### src/rtl/commit_ctrl.sv
// commit_ctrl: in-order retirement controller for the ROB head.
// Samples a ready head in IDLE and commits it one cycle later. A store first
// waits in STORE_WAIT for the memory ack. A mispredicted branch/jump commits
// through FLUSH, which also redirects the front end.
// Ports:
//   clk, rst            clock, synchronous active-high reset
//   rdy                 global ready; low freezes the block
//   head_*              ROB head entry (valid, ready, type, mispred, rd, value, tag, target)
//   store_ack           memory unit has performed the committed store
//   commit_en           one-cycle pulse, ROB pops head
//   reg_wr_*            register-file update port (enable, index, data, tag)
//   store_req           level request to execute the head store
//   flush, flush_pc     one-cycle redirect pulse and target PC
//   commit_cnt          retired-instruction count
`timescale 1ns/1ps
module commit_ctrl #(
    parameter int unsigned ROB_IDX_W = 4
) (
    input  logic                 clk,
    input  logic                 rst,
    input  logic                 rdy,
    input  logic                 head_valid,
    input  logic                 head_ready,
    input  logic [1:0]           head_type,
    input  logic                 head_mispred,
    input  logic [4:0]           head_rd,
    input  logic [31:0]          head_value,
    input  logic [ROB_IDX_W-1:0] head_tag,
    input  logic [31:0]          head_target,
    input  logic                 store_ack,
    output logic                 commit_en,
    output logic                 reg_wr_en,
    output logic [4:0]           reg_wr_rd,
    output logic [31:0]          reg_wr_data,
    output logic [ROB_IDX_W-1:0] reg_wr_tag,
    output logic                 store_req,
    output logic                 flush,
    output logic [31:0]          flush_pc,
    output logic [31:0]          commit_cnt
);

    localparam logic [1:0] TYPE_STORE  = 2'd1;
    localparam logic [1:0] TYPE_BRANCH = 2'd2;

    typedef enum logic [1:0] {
        S_IDLE,
        S_COMMIT,
        S_STORE_WAIT,
        S_FLUSH
    } state_t;

    state_t                 state_q, state_d;
    logic [1:0]             lat_type_q, lat_type_d;
    logic [4:0]             lat_rd_q, lat_rd_d;
    logic [31:0]            lat_value_q, lat_value_d;
    logic [ROB_IDX_W-1:0]   lat_tag_q, lat_tag_d;
    logic [31:0]            lat_target_q, lat_target_d;
    logic                   commit_en_q, commit_en_d;
    logic                   reg_wr_en_q, reg_wr_en_d;
    logic [4:0]             reg_wr_rd_q, reg_wr_rd_d;
    logic [31:0]            reg_wr_data_q, reg_wr_data_d;
    logic [ROB_IDX_W-1:0]   reg_wr_tag_q, reg_wr_tag_d;
    logic                   store_req_q, store_req_d;
    logic                   flush_q, flush_d;
    logic [31:0]            flush_pc_q, flush_pc_d;
    logic [31:0]            commit_cnt_q, commit_cnt_d;

    // Next-state and registered-output decode
    always_comb begin
        state_d       = state_q;
        lat_type_d    = lat_type_q;
        lat_rd_d      = lat_rd_q;
        lat_value_d   = lat_value_q;
        lat_tag_d     = lat_tag_q;
        lat_target_d  = lat_target_q;
        commit_en_d   = 1'b0;
        reg_wr_en_d   = 1'b0;
        reg_wr_rd_d   = reg_wr_rd_q;
        reg_wr_data_d = reg_wr_data_q;
        reg_wr_tag_d  = reg_wr_tag_q;
        store_req_d   = store_req_q;
        flush_d       = 1'b0;
        flush_pc_d    = flush_pc_q;
        commit_cnt_d  = commit_cnt_q;

        if (rdy) begin
            case (state_q)
                S_IDLE: begin
                    if (head_valid && head_ready) begin
                        lat_type_d   = head_type;
                        lat_rd_d     = head_rd;
                        lat_value_d  = head_value;
                        lat_tag_d    = head_tag;
                        lat_target_d = head_target;
                        if (head_type == TYPE_STORE) begin
                            state_d     = S_STORE_WAIT;
                            store_req_d = 1'b1;
                        end else if (head_type == TYPE_BRANCH && head_mispred) begin
                            state_d = S_FLUSH;
                        end else begin
                            state_d = S_COMMIT;
                        end
                    end
                end
                S_STORE_WAIT: begin
                    if (store_ack) begin
                        state_d     = S_COMMIT;
                        store_req_d = 1'b0;
                    end
                end
                default: begin
                    // COMMIT/FLUSH: a pulse shown while rdy was high is taken;
                    // one suppressed by a pause is re-issued from the same state.
                    if (commit_en_q) begin
                        state_d      = S_IDLE;
                        commit_cnt_d = commit_cnt_q + 32'd1;
                    end
                end
            endcase

            if (state_d == S_COMMIT || state_d == S_FLUSH) begin
                commit_en_d   = 1'b1;
                reg_wr_en_d   = (lat_rd_d != 5'd0) && (lat_type_d != TYPE_STORE);
                reg_wr_rd_d   = lat_rd_d;
                reg_wr_data_d = lat_value_d;
                reg_wr_tag_d  = lat_tag_d;
                if (state_d == S_FLUSH) begin
                    flush_d    = 1'b1;
                    flush_pc_d = lat_target_d;
                end
            end
        end
    end

    // State and output registers
    always_ff @(posedge clk) begin
        if (rst) begin
            state_q       <= S_IDLE;
            lat_type_q    <= 2'd0;
            lat_rd_q      <= 5'd0;
            lat_value_q   <= 32'd0;
            lat_tag_q     <= '0;
            lat_target_q  <= 32'd0;
            commit_en_q   <= 1'b0;
            reg_wr_en_q   <= 1'b0;
            reg_wr_rd_q   <= 5'd0;
            reg_wr_data_q <= 32'd0;
            reg_wr_tag_q  <= '0;
            store_req_q   <= 1'b0;
            flush_q       <= 1'b0;
            flush_pc_q    <= 32'd0;
            commit_cnt_q  <= 32'd0;
        end else begin
            state_q       <= state_d;
            lat_type_q    <= lat_type_d;
            lat_rd_q      <= lat_rd_d;
            lat_value_q   <= lat_value_d;
            lat_tag_q     <= lat_tag_d;
            lat_target_q  <= lat_target_d;
            commit_en_q   <= commit_en_d;
            reg_wr_en_q   <= reg_wr_en_d;
            reg_wr_rd_q   <= reg_wr_rd_d;
            reg_wr_data_q <= reg_wr_data_d;
            reg_wr_tag_q  <= reg_wr_tag_d;
            store_req_q   <= store_req_d;
            flush_q       <= flush_d;
            flush_pc_q    <= flush_pc_d;
            commit_cnt_q  <= commit_cnt_d;
        end
    end

    assign commit_en   = commit_en_q;
    assign reg_wr_en   = reg_wr_en_q;
    assign reg_wr_rd   = reg_wr_rd_q;
    assign reg_wr_data = reg_wr_data_q;
    assign reg_wr_tag  = reg_wr_tag_q;
    assign store_req   = store_req_q;
    assign flush       = flush_q;
    assign flush_pc    = flush_pc_q;
    assign commit_cnt  = commit_cnt_q;

endmodule

### config.mk
export PLATFORM = sky130hd
export DESIGN_NAME = commit_ctrl
export DESIGN_NICKNAME = d
export VERILOG_FILES = /design/src/rtl/commit_ctrl.sv
export SDC_FILE = /design/constraint.sdc
export NUM_CORES = 1
export LEC_CHECK = 0
export ABC_CLOCK_PERIOD_IN_PS = 2200
export BUFFER_PORTS_ARGS = -buffer_cell sky130_fd_sc_hd__buf_2
export CAP_MARGIN = 0
export CORE_UTILIZATION = 48
export CTS_CLUSTER_DIAMETER = 200
export CTS_CLUSTER_SIZE = 24
export DETAILED_ROUTE_END_ITERATION = 8
export PLACE_DENSITY = 0.88
export SYNTH_ARGS = -nofsm -noshare
export SYNTH_HDL_FRONTEND = slang
export SYNTH_SLANG_ARGS = --single-unit
### constraint.sdc
create_clock -name clk -period 2.2 [get_ports clk]
set_clock_uncertainty 0.2 [all_clocks]
set_input_delay 0.22 -clock clk [delete_from_list [all_inputs] [get_ports clk]]
set_output_delay 0.22 -clock clk [all_outputs]
set_load 0.02 [all_outputs]
## Yosys cells after proc, flatten, opt, wreduce, memory -nomap -nowiden

Cells that the tools add are included.

| word-level totals | value |
|---|---|
| bits in registers | 186 |
| input port bits | 82 |
| output and inout port bits | 109 |
| logic and storage cells | 67 |

| cells by class | value |
|---|---|
| $add $sub $neg | 1 |
| equality and inequality tests | 9 |
| mux-type cells | 25 |
| bitwise logic cells | 3 |
| reduce and logical (&&, ||, !) cells | 14 |

Operators with widths:

| cell | count |
|---|---|
| 32-bit two-way mux | 4 |
| 32-bit by 1-bit adder with 32-bit output (second input constant) | 1 |
| 2-bit two-way mux | 9 |
| 5-bit two-way mux | 3 |
| 4-bit two-way mux | 2 |
| 2-bit equality test (second input constant) | 3 |
| 2-bit inequality test (second input constant) | 3 |
| 3-bit AND reduction | 2 |
| 1-bit two-way mux | 5 |
| 5-bit AND reduction | 1 |
| 5-bit nonzero test | 1 |
| 2-bit by 1-bit equality test with 1-bit output (second input constant) | 2 |
| 2-bit one-hot mux with 2 select lines | 1 |
| 2-bit OR reduction | 2 |
| 1-bit logical AND | 3 |
| 1-bit inverter | 3 |
| 3-bit OR reduction | 1 |
| 2-bit zero test | 1 |
| 2-bit by 1-bit inequality test with 1-bit output (second input constant) | 1 |
| 1-bit one-hot mux with 2 select lines | 1 |
| 2-bit AND reduction | 1 |
| 2-bit nonzero test | 1 |
| 1-bit logical OR | 1 |

## Depth between registers and ports, before layout

Gate-level depths: netlist (run 1).

| logic depth | value |
|---|---|
| depth after elaboration | 11 |
| gate-level depth with buffers | 9 |
| depth with buffers taken out | 5 |

## Least setup slack after synthesis (run 1)

Ideal clock, no wire load.

| timing | value |
|---|---|
| path type | register to register |
| start | reg commit_en_q, in the netlist commit_en |
| end | reg commit_cnt_q[31], in the netlist commit_cnt[31] |
| library setup time | 121 ps |
| arrival time | 2002 ps |
| data required time | 1879 ps |
| path slack | -123 ps |
| cell stages (with the launch flop) | 6 |
| buffers on the path | 1 |
| clock period less this slack | 2323 ps |
| cells stage by stage | dfxtp_1 > nand4_4 > or4_4 > buf_6 > nor4_1 > mux2_2 |

| on the way | value |
|---|---|
| cells in the longest elaborated chain, start to end | 1 |

RTL lines:

| element | RTL line | source |
|---|---|---|
| start: declaration | 58 | `logic commit_en_q, commit_en_d;` |
| start signal: assignment | 160 | `commit_en_q <= commit_en_d;` |
| 3-bit AND reduction (no line) | -- |  |
| end signal: assignment | 168 | `commit_cnt_q <= commit_cnt_d;` |
| end: declaration | 66 | `logic [31:0] commit_cnt_q, commit_cnt_d;` |

Every way passes these cells.
A chain may end at the register's enable or synchronous reset.

## Worst setup path in the final report (run 1)

| timing | value |
|---|---|
| start | reg commit_cnt_q[7], in the netlist commit_cnt[7] |
| end | reg commit_cnt_q[19], in the netlist commit_cnt[19] |

| on the way | value |
|---|---|
| cells in the longest elaborated chain, start to end | 1 |

RTL lines:

| element | RTL line | source |
|---|---|---|
| 32-bit by 1-bit adder with 32-bit output | 116 | `commit_cnt_d = commit_cnt_q + 32'd1;` |

Every way passes these cells.

==> results.md, run 1 <==
* Clock power frac at 41.6%
* VDD IR max at 0.5997 mV
* Worst setup SP type: flop
* Net count, final at 1261
* Via count at 8170
* Syn Nets at ~1000
* Max Freq at approximately 470 MHz
* Setup repair after global routing missed its margin: false
* Setup_tns at 0 ns
* Critical path endpoint category: flop
* Share of synthesized registers carrying an async set or reset at 0%
* Core outline area at ~15000 um2
* CTS tree: yes
* Grt ovf at 0
* Post-synth top flop: dfxtp_1
* Initial antenna violation count at 4
* Layout cells sized above 1 at a little under a quarter
* Fin cells at roughly 1400
* Setup WS post-layout at 0.07039 ns
* Inst Count DP at 1292
* Antenna viol nets, final at 0
* CP Max Fanout at 11
* Final worst path period share at roughly 97%
* CTS buffer count at 17
* Worst skew pair latency at ~0.45 ns
* Ports at 191
* Cells after Synth at ~940
* Critical path arrival at 2.30 ns
* Vias in the first global route at 7681
* Starting DRT DRC Count at around 740
* Setup Buffers After CTS at 0
* Syn avg cell area at a little over 8 um2
* # DRC at 0
* First-pass GRT wire length at about 37 mm
* FP Rows at 45
* Pwr per Cell Area at between 700 and 800 nW/um2
* Critical path class: reg2reg
* Width of the chip at ~130 um
* Routed WL per cell at approximately 17 um
* Status: finished clean
* Slew HR at ~61%
* Commonest non-fill, non-tap cell in the layout: nand2_1
* Pint at 0.005755 W
* Post-detailed-routing wire length at ~24 mm
* NetSw at 0.002103 W
* Post-synth EDFFs at 0
* H-tree Lvls at 4
* Number of port buffers at 190
* Pre-CTS setup slack at around 0.053 ns
* Area growth from synthesis to layout at 36.48%
* Switching share of total power at about 27%
* Worst path required time at approximately 2.4 ns
* Most frequent cells in the layout: 245 x nand2_1, 189 x buf_2, 180 x dfxtp_1
* Die height at roughly 130 um
* Drt first pass iters at 7
* Worst min path class: in2reg
* Fin util at ~70%
* Register share of total power at 45.4%
* #FFs+latches synth at between 150 and 200
* Pin count of the biggest net entering global routing at 56
* Logic pwr share at 13.0%
* Post-DP HPWL at ~13 mm
* Endpoints failing setup at 0
* Root buffer cell: clkbuf_16
* Minimum clock period at approximately 2.1 ns
* Gr usage total at 28.65%
* Fin. Hold Viols at 0
* Max-slew violation count at 0
* Lkg Pwr at roughly 4.1 nW
* Mapped Area at 7659 um2
* Routability cong. at just over 0.8
* Starting Density at between 40% and 50%
* YS warnings at 0
* Clk buf depth at 2
* Maxcap violations at 0
* Die area at about 16000 um2
* Final instance area at between 10000 and 15000 um2
* Clock Pin Slew Worst Setup and Hold Paths at 0.07 ns
* Total clock sinks at 186
* Vias per cell at ~5.8
* Sequential cell area fraction in the yosys report at around half
* Worst-Margin Slew at a little under 0.6 ns
* Yosys cell types at roughly 50
* Placed Instance Area at 9011 um2
registers in the layout (all words and copies together) (netlist names):
register,count
commit_cnt,32
flush,1
commit_en,1
state_q,2
lat_target_q,32
lat_type_q,2
lat_value_q,32
lat_rd_q,5
store_req,1
reg_wr_tag,4
reg_wr_data,32
reg_wr_rd,5
flush_pc,32
reg_wr_en,1
lat_tag_q,4
metal layers:
layer  share of wire (%)  global-route usage [%]
met2                  49                   48.97
met4                 3.4                   14.53
met3                 7.6                   7.304
met5                   0                       0
met1                  40                   33.20
worst paths after layout:
path | start | endpoint | slack, ns | cells after the start
max | commit_cnt[7]$_SDFFE_PP0P_ | commit_cnt[19]$_SDFFE_PP0P_ | 0.07 | 5
min reg2reg | lat_value_q[6]$_SDFFE_PP0P_ | lat_value_q[6]$_SDFFE_PP0P_ | 0.26 | 2
max reg2reg | commit_cnt[7]$_SDFFE_PP0P_ | commit_cnt[19]$_SDFFE_PP0P_ | 0.07 | 5
min | rdy | commit_cnt[0]$_SDFFE_PP0P_ | 0.05 | 4
worst max-delay path, cell delays in order (launching register included):
cell and delay [ns]:
dfxtp_4 0.37, nand4_1 0.15, or4_4 0.62, buf_6 0.17, or4_1 0.40, a21oi_1 0.14
power by group through the flow:
stage / Combinational, W / Clock, W / Sequential, W
after floorplan: 0.000420 / 0 / 0.00374
after CTS: 0.000984 / 0.00330 / 0.00357
after global placement: 0.000859 / 0 / 0.00364
final: 0.00102 / 0.00327 / 0.00357
after global routing: 0.00109 / 0.00345 / 0.00358
after detailed placement: 0.000875 / 0 / 0.00364
through the flow:
stage / total power [W] / hold WS, ns
finish: 0.007858 / 0.05302
global route: 0.008122 / 0.08132
CTS: 0.007857 / 0.03511
detailed placement: 0.004519 / 0.2467
global placement: 0.004501 / 0.2414
floorplan: 0.004156 / 0.1560
area by class of cell:
type	count	area, um2
clock inverter	15	201.4
inverter	35	131.4
tap	211	264.0
fill	1156	4918
sequential	186	3736
multi-input combinational	629	3490
antenna	4	10.01
timing repair buffer	309	2195
clock buffer	17	425.4
cells in the mapped netlist (all sizes together), types with 2 or more instances:
library cell | instances | area, um2
nand2 | 246 | 923.4
dfxtp | 186 | 3724
a21oi | 137 | 685.7
clkbuf | 66 | 247.7
a311oi | 41 | 359.1
inv | 35 | 131.4
a221oi | 32 | 280.3
o22ai | 32 | 200.2
buf | 21 | 113.9
nor2 | 17 | 63.81
or4 | 17 | 131.4
nand4 | 16 | 121.4
o31ai | 14 | 105.1
nand3 | 9 | 45.04
and4 | 7 | 61.31
xor2 | 6 | 52.55
xnor2 | 5 | 43.79
nor3 | 4 | 20.02
nor4 | 4 | 25.02
o21ai | 4 | 20.02
or3 | 4 | 25.02
a211oi | 3 | 22.52
and3 | 3 | 18.77
nand2b | 3 | 18.77
a311o | 2 | 20.02
and2 | 2 | 12.51
and3b | 2 | 17.52
nand3b | 2 | 15.01
nand4bb | 2 | 22.52
nor2b | 2 | 12.51
kinds of logic after synthesis:
| family | synth area share (%) |
|---|---|
| flip-flops | 48.62 |
| AO/OA/AOI/OAI | 22.66 |
| AND/OR/NAND/NOR | 20.58 |
| buffers and inverters | 6.437 |
| XOR/XNOR | 1.258 |
| adder cells (fa/ha/maj) | 0.1633 |
| multiplexers | 0.2777 |
timing repair:
| item | in CTS | in global routing |
|---|---|---|
| endpoints found under the setup margin | 0 | 46 |
| gates resized for setup | 0 | 7 |
| hold buffers | 78 | 0 |
| endpoints found under the hold margin | 154 | 0 |
Power figures use the tool's default switching activity.
==> run 2, diff against run 1 <==
- ABC_AREA: unset -> 1
==> run 2 against run 1 <==
Sequential share of layout area is 0.69 points higher. Global-route usage down 2.3 points. Clock-buffer cell count grew 4. Maximum frequency up 9.8%. Critical endpoint is now commit_cnt[12]$_SDFFE_PP0P_. Non-clock buffer count is 50 lower. Critical path type unchanged. Worst hold slack lost 0.029 ns. Die area grew 4.5%. Synthesized cell count increased by 22%. Worst setup slack better by 0.19 ns. Final cell count is 13% higher.
==> results.md, run 2 <==
* Worst path required time at 2.31 ns (-0.06 ns)
* Lkg Pwr at 4.793 nW (+18%)
* #FFs+latches synth at 186 (unchanged)
* Starting Density at 49.71% (-0.11 points)
* Slew HR at 33.63% (-28 points)
* Antenna viol nets, final at 0 (unchanged)
* Width of the chip at 131.2 um (+2.2%)
* Layout cells sized above 1 at 19.26% (-4.3 points)
* Core outline area at 16120 um2 (+4.8%)
* Reg-to-reg startpoint: state_q[0]$_SDFFE_PP0P_
* Status: finished clean
* Number of port buffers at 190 (unchanged)
* Critical R2R Capture: commit_cnt[12]$_SDFFE_PP0P_
* Syn Nets at 1229 (+20%)
* FP Rows at 46 (+2.2%)
* Synth cell count leaders: 263 x nand2_1, 186 x dfxtp_1, 158 x nor2_1
* Most numerous cell in the Yosys netlist: nand2_1
* Synth area leaders: dfxtp_1 46%, nand2_1 12%, nor2_1 7.4%, a21oi_1 6.9%, inv_1 5.3%
* Max-slew violation count at 0 (unchanged)
* Net count, final at 1441 (+14%)
* Pin count of the biggest net entering global routing at 97 (+73%)
* Maxcap violations at 0 (unchanged)
* CTS tree: yes
* H-tree Lvls at 4 (unchanged)
* Die height at 131.2 um (+2.2%)
* Final worst path period share at 88.17% (-8.6 points)
* Hold depth at 5 (+1)
* Routability cong. at 0.9502 (+17%)
* Post-synth EDFFs at 0 (unchanged)
* Critical path arrival at 2.05 ns (-0.25 ns)
* Crit path cell chain: nand2_2 -> nor2_2 -> nand2_1 -> nor3_2 -> nand2_1 -> o21ai_0 -> a21oi_1
* Via count at 8354 (+2.3%)
* Post-detailed-routing wire length at 22.54 mm (-4.8%)
* Sequential cell area fraction in the yosys report at 46.48% (-2.1 points)
* Mapped Area at 8011 um2 (+4.6%)
* Worst Hold End: lat_value_q[31]$_SDFFE_PP0P_
* Gr usage total at 26.39% (-2.3 points)
* First-pass GRT wire length at 37.09 mm (-1.1%)
* Yosys cell types at 34 (-31%)
* Worst skew pair latency at 0.42 ns (-0.03 ns)
* Pint at 0.005708 W (-0.80%)
* Vias in the first global route at 7805 (+1.6%)
* FF/Latch Area at 3724 um2 (-0.33%)
* Crit-path max cell delay at 0.48 ns (-0.14 ns)
* CP dominant cell by count: nand2_1
* CTS buffer count at 17 (unchanged)
* Switching share of total power at 25.52% (-1.3 points)
* Final instance area at 10220 um2 (-2.2%)
* Worst setup SP type: flop
* Worst min path class: in2reg
* Commonest non-fill, non-tap cell in the layout: nand2_1
* Area growth from synthesis to layout at 27.57%
* Starting DRT DRC Count at 613 (-18%)
* Logic pwr share at 12.2% (-0.8 points)
* Grt ovf at 0 (unchanged)
* Post-synth top flop: dfxtp_1
* Drt first pass iters at 5 (-2)
* YS warnings at 0 (unchanged)
* Endpoints failing setup at 0 (unchanged)
* Initial antenna violation count at 1 (-3)
* Synth top area share at 46.48% (-2.1 points)
* Clk buf depth at 2 (unchanged)
* Share of synthesized registers carrying an async set or reset at 0% (unchanged)
* Clock Pin Slew Worst Setup and Hold Paths at 0.07 ns (about the same)
* Hold path startpoint: head_value[31]
* Worst R2R Setup Slack at 0.26 ns (+0.19 ns)
* CP Max Fanout at 9 (-2)
* Most frequent cells in the layout: 263 x nand2_1, 189 x buf_2, 186 x dfxtp_1
* Worst-Margin Slew at 0.9956 ns (+0.4148 ns)
* Fill cells at 1345 (+16%)
* Area taken by multi-input logic gates at 3531 um2 (+1.2%)
* Critical path class: reg2reg
* Pwr per Cell Area at 749.9 nW/um2 (-0.25%)
* Critical path endpoint category: flop
* Setup_tns at 0 ns (unchanged)
* NetSw at 0.001955 W (-7.0%)
* Syn avg cell area at 6.991 um2 (-14%)
* Cells after Synth at 1146 (+22%)
* Minimum clock period at 1.940 ns (-0.1899 ns)
* Critical path's slowest cell: dfxtp_1
* Path depth of the worst reg2reg path at 7 (+2)
* Max Freq at 515.6 MHz (+9.8%)
* Clock power frac at 41.1% (-0.5 points)
* Cell accounting for the most synthesized area: dfxtp_1
* Register share of total power at 46.7% (+1.3 points)
* VDD IR max at 0.5736 mV (-4.4%)
* Total clock sinks at 186 (unchanged)
* Ports at 191 (unchanged)
* Placed Instance Area at 9109 um2 (+1.1%)
* Die area at 17210 um2 (+4.5%)
* Post-DP HPWL at 13.96 mm (+5.6%)
* Setup repair after global routing missed its margin: false
* Vias per cell at 5.257 (-9.5%)
* Fin. Hold Viols at 0 (unchanged)
* Root buffer cell: clkbuf_16
* Routed WL per cell at 14.18 um (-16%)
* # DRC at 0 (unchanged)
[run 2: changes by cell type in the layout (fill, tap and decap cells not counted), sizes merged, moves of 22 or more]
cell | before | now
a21oi | 137 | 110
a221oi | 32 | 0
a311oi | 41 | 0
buf | 231 | 209
dlygate4sd3 | 78 | 50
inv | 44 | 120
nand3 | 9 | 59
nor2 | 17 | 166
o21ai | 4 | 129
o22ai | 32 | 0
[run 2: what timing repair did]
action	in CTS	in global routing
hold buffers	50	0
gates resized for setup	0	0
buffers inserted	0	0
endpoints found under the hold margin	95	0
[run 2: routing by layer]
| metal | vias up | wire, um | track usage [%] |
|---|---|---|---|
| met5 | - | 0 | 0 |
| met4 | 0 | 903 | 14.77 |
| met3 | 78 | 1685 | 5.324 |
| met2 | 390 | 10750 | 43.20 |
| met1 | 3805 | 9202 | 32.37 |
| li1 | 4081 | - | - |
[run 2: power by group through the flow]
stage | Combinational [W] | Clock (W) | Sequential, W
floorplan | 0.000529 | 0 | 0.00370
global placement | 0.000814 | 0 | 0.00364
detailed placement | 0.000833 | 0 | 0.00365
CTS | 0.000908 | 0.00319 | 0.00358
global route | 0.00103 | 0.00334 | 0.00359
finish | 0.000932 | 0.00315 | 0.00358
[run 2: cell families after synthesis]
kind of cell	share of synthesized area [%]
AND/OR/NAND/NOR	25.89
AO/OA/AOI/OAI	16.07
buffers and inverters	9.480
flip-flops	46.48
multiplexers	1.374
XOR/XNOR	0.5467
adder cells (fa/ha/maj)	0.1562
[run 2: worst max path at each step]
stage                                     startpoint                     endpoint  slack [ns]  cells after the start
after global routing         state_q[0]$_SDFFE_PP0P_  commit_cnt[12]$_SDFFE_PP0P_        0.10                      7
after CTS                    state_q[0]$_SDFFE_PP0P_  commit_cnt[12]$_SDFFE_PP0P_        0.28                      7
final                        state_q[0]$_SDFFE_PP0P_  commit_cnt[12]$_SDFFE_PP0P_        0.26                      7
after global placement       state_q[0]$_SDFFE_PP0P_   commit_cnt[8]$_SDFFE_PP0P_        0.35                      7
after floorplan           commit_cnt[0]$_SDFFE_PP0P_  commit_cnt[18]$_SDFFE_PP0P_        0.36                      9
after detailed placement     state_q[0]$_SDFFE_PP0P_  commit_cnt[12]$_SDFFE_PP0P_        0.29                      7
[run 2: critical path: cells and delay by family (launching register included)]
family	cells	cell delay [ns]
AOI/OAI and AO/OA	2	0.22
DFF	1	0.48
and+or+nand+nor	5	0.91
[run 2: final cells by class]
type	count	share of cell area, %
flip-flops and latches	186	36.43
multi-input cells	774	34.55
repair buffers	259	15.99
clock buffers	21	4.505
inverters	120	4.407
well taps	216	2.644
clock inverters	11	1.420
diodes	2	0.04897
[run 2: per-stage QoR]
step / hold slack, ns / power (W) / instances / setup slack (ns) / utilization, %
CTS: 0.001408 / 0.007674 / 1587 / 0.2848 / 63.39
global placement: 0.2458 / 0.004458 / 1505 / 0.3528 / 56.52
detailed placement: 0.2508 / 0.004484 / 1505 / 0.2906 / 56.52
floorplan: 0.2195 / 0.004227 / 1146 / 0.3598 / -
finish: 0.02393 / 0.007664 / 1589 / 0.2603 / 63.42
global route: 0.03446 / 0.007965 / 1587 / 0.1013 / 63.39
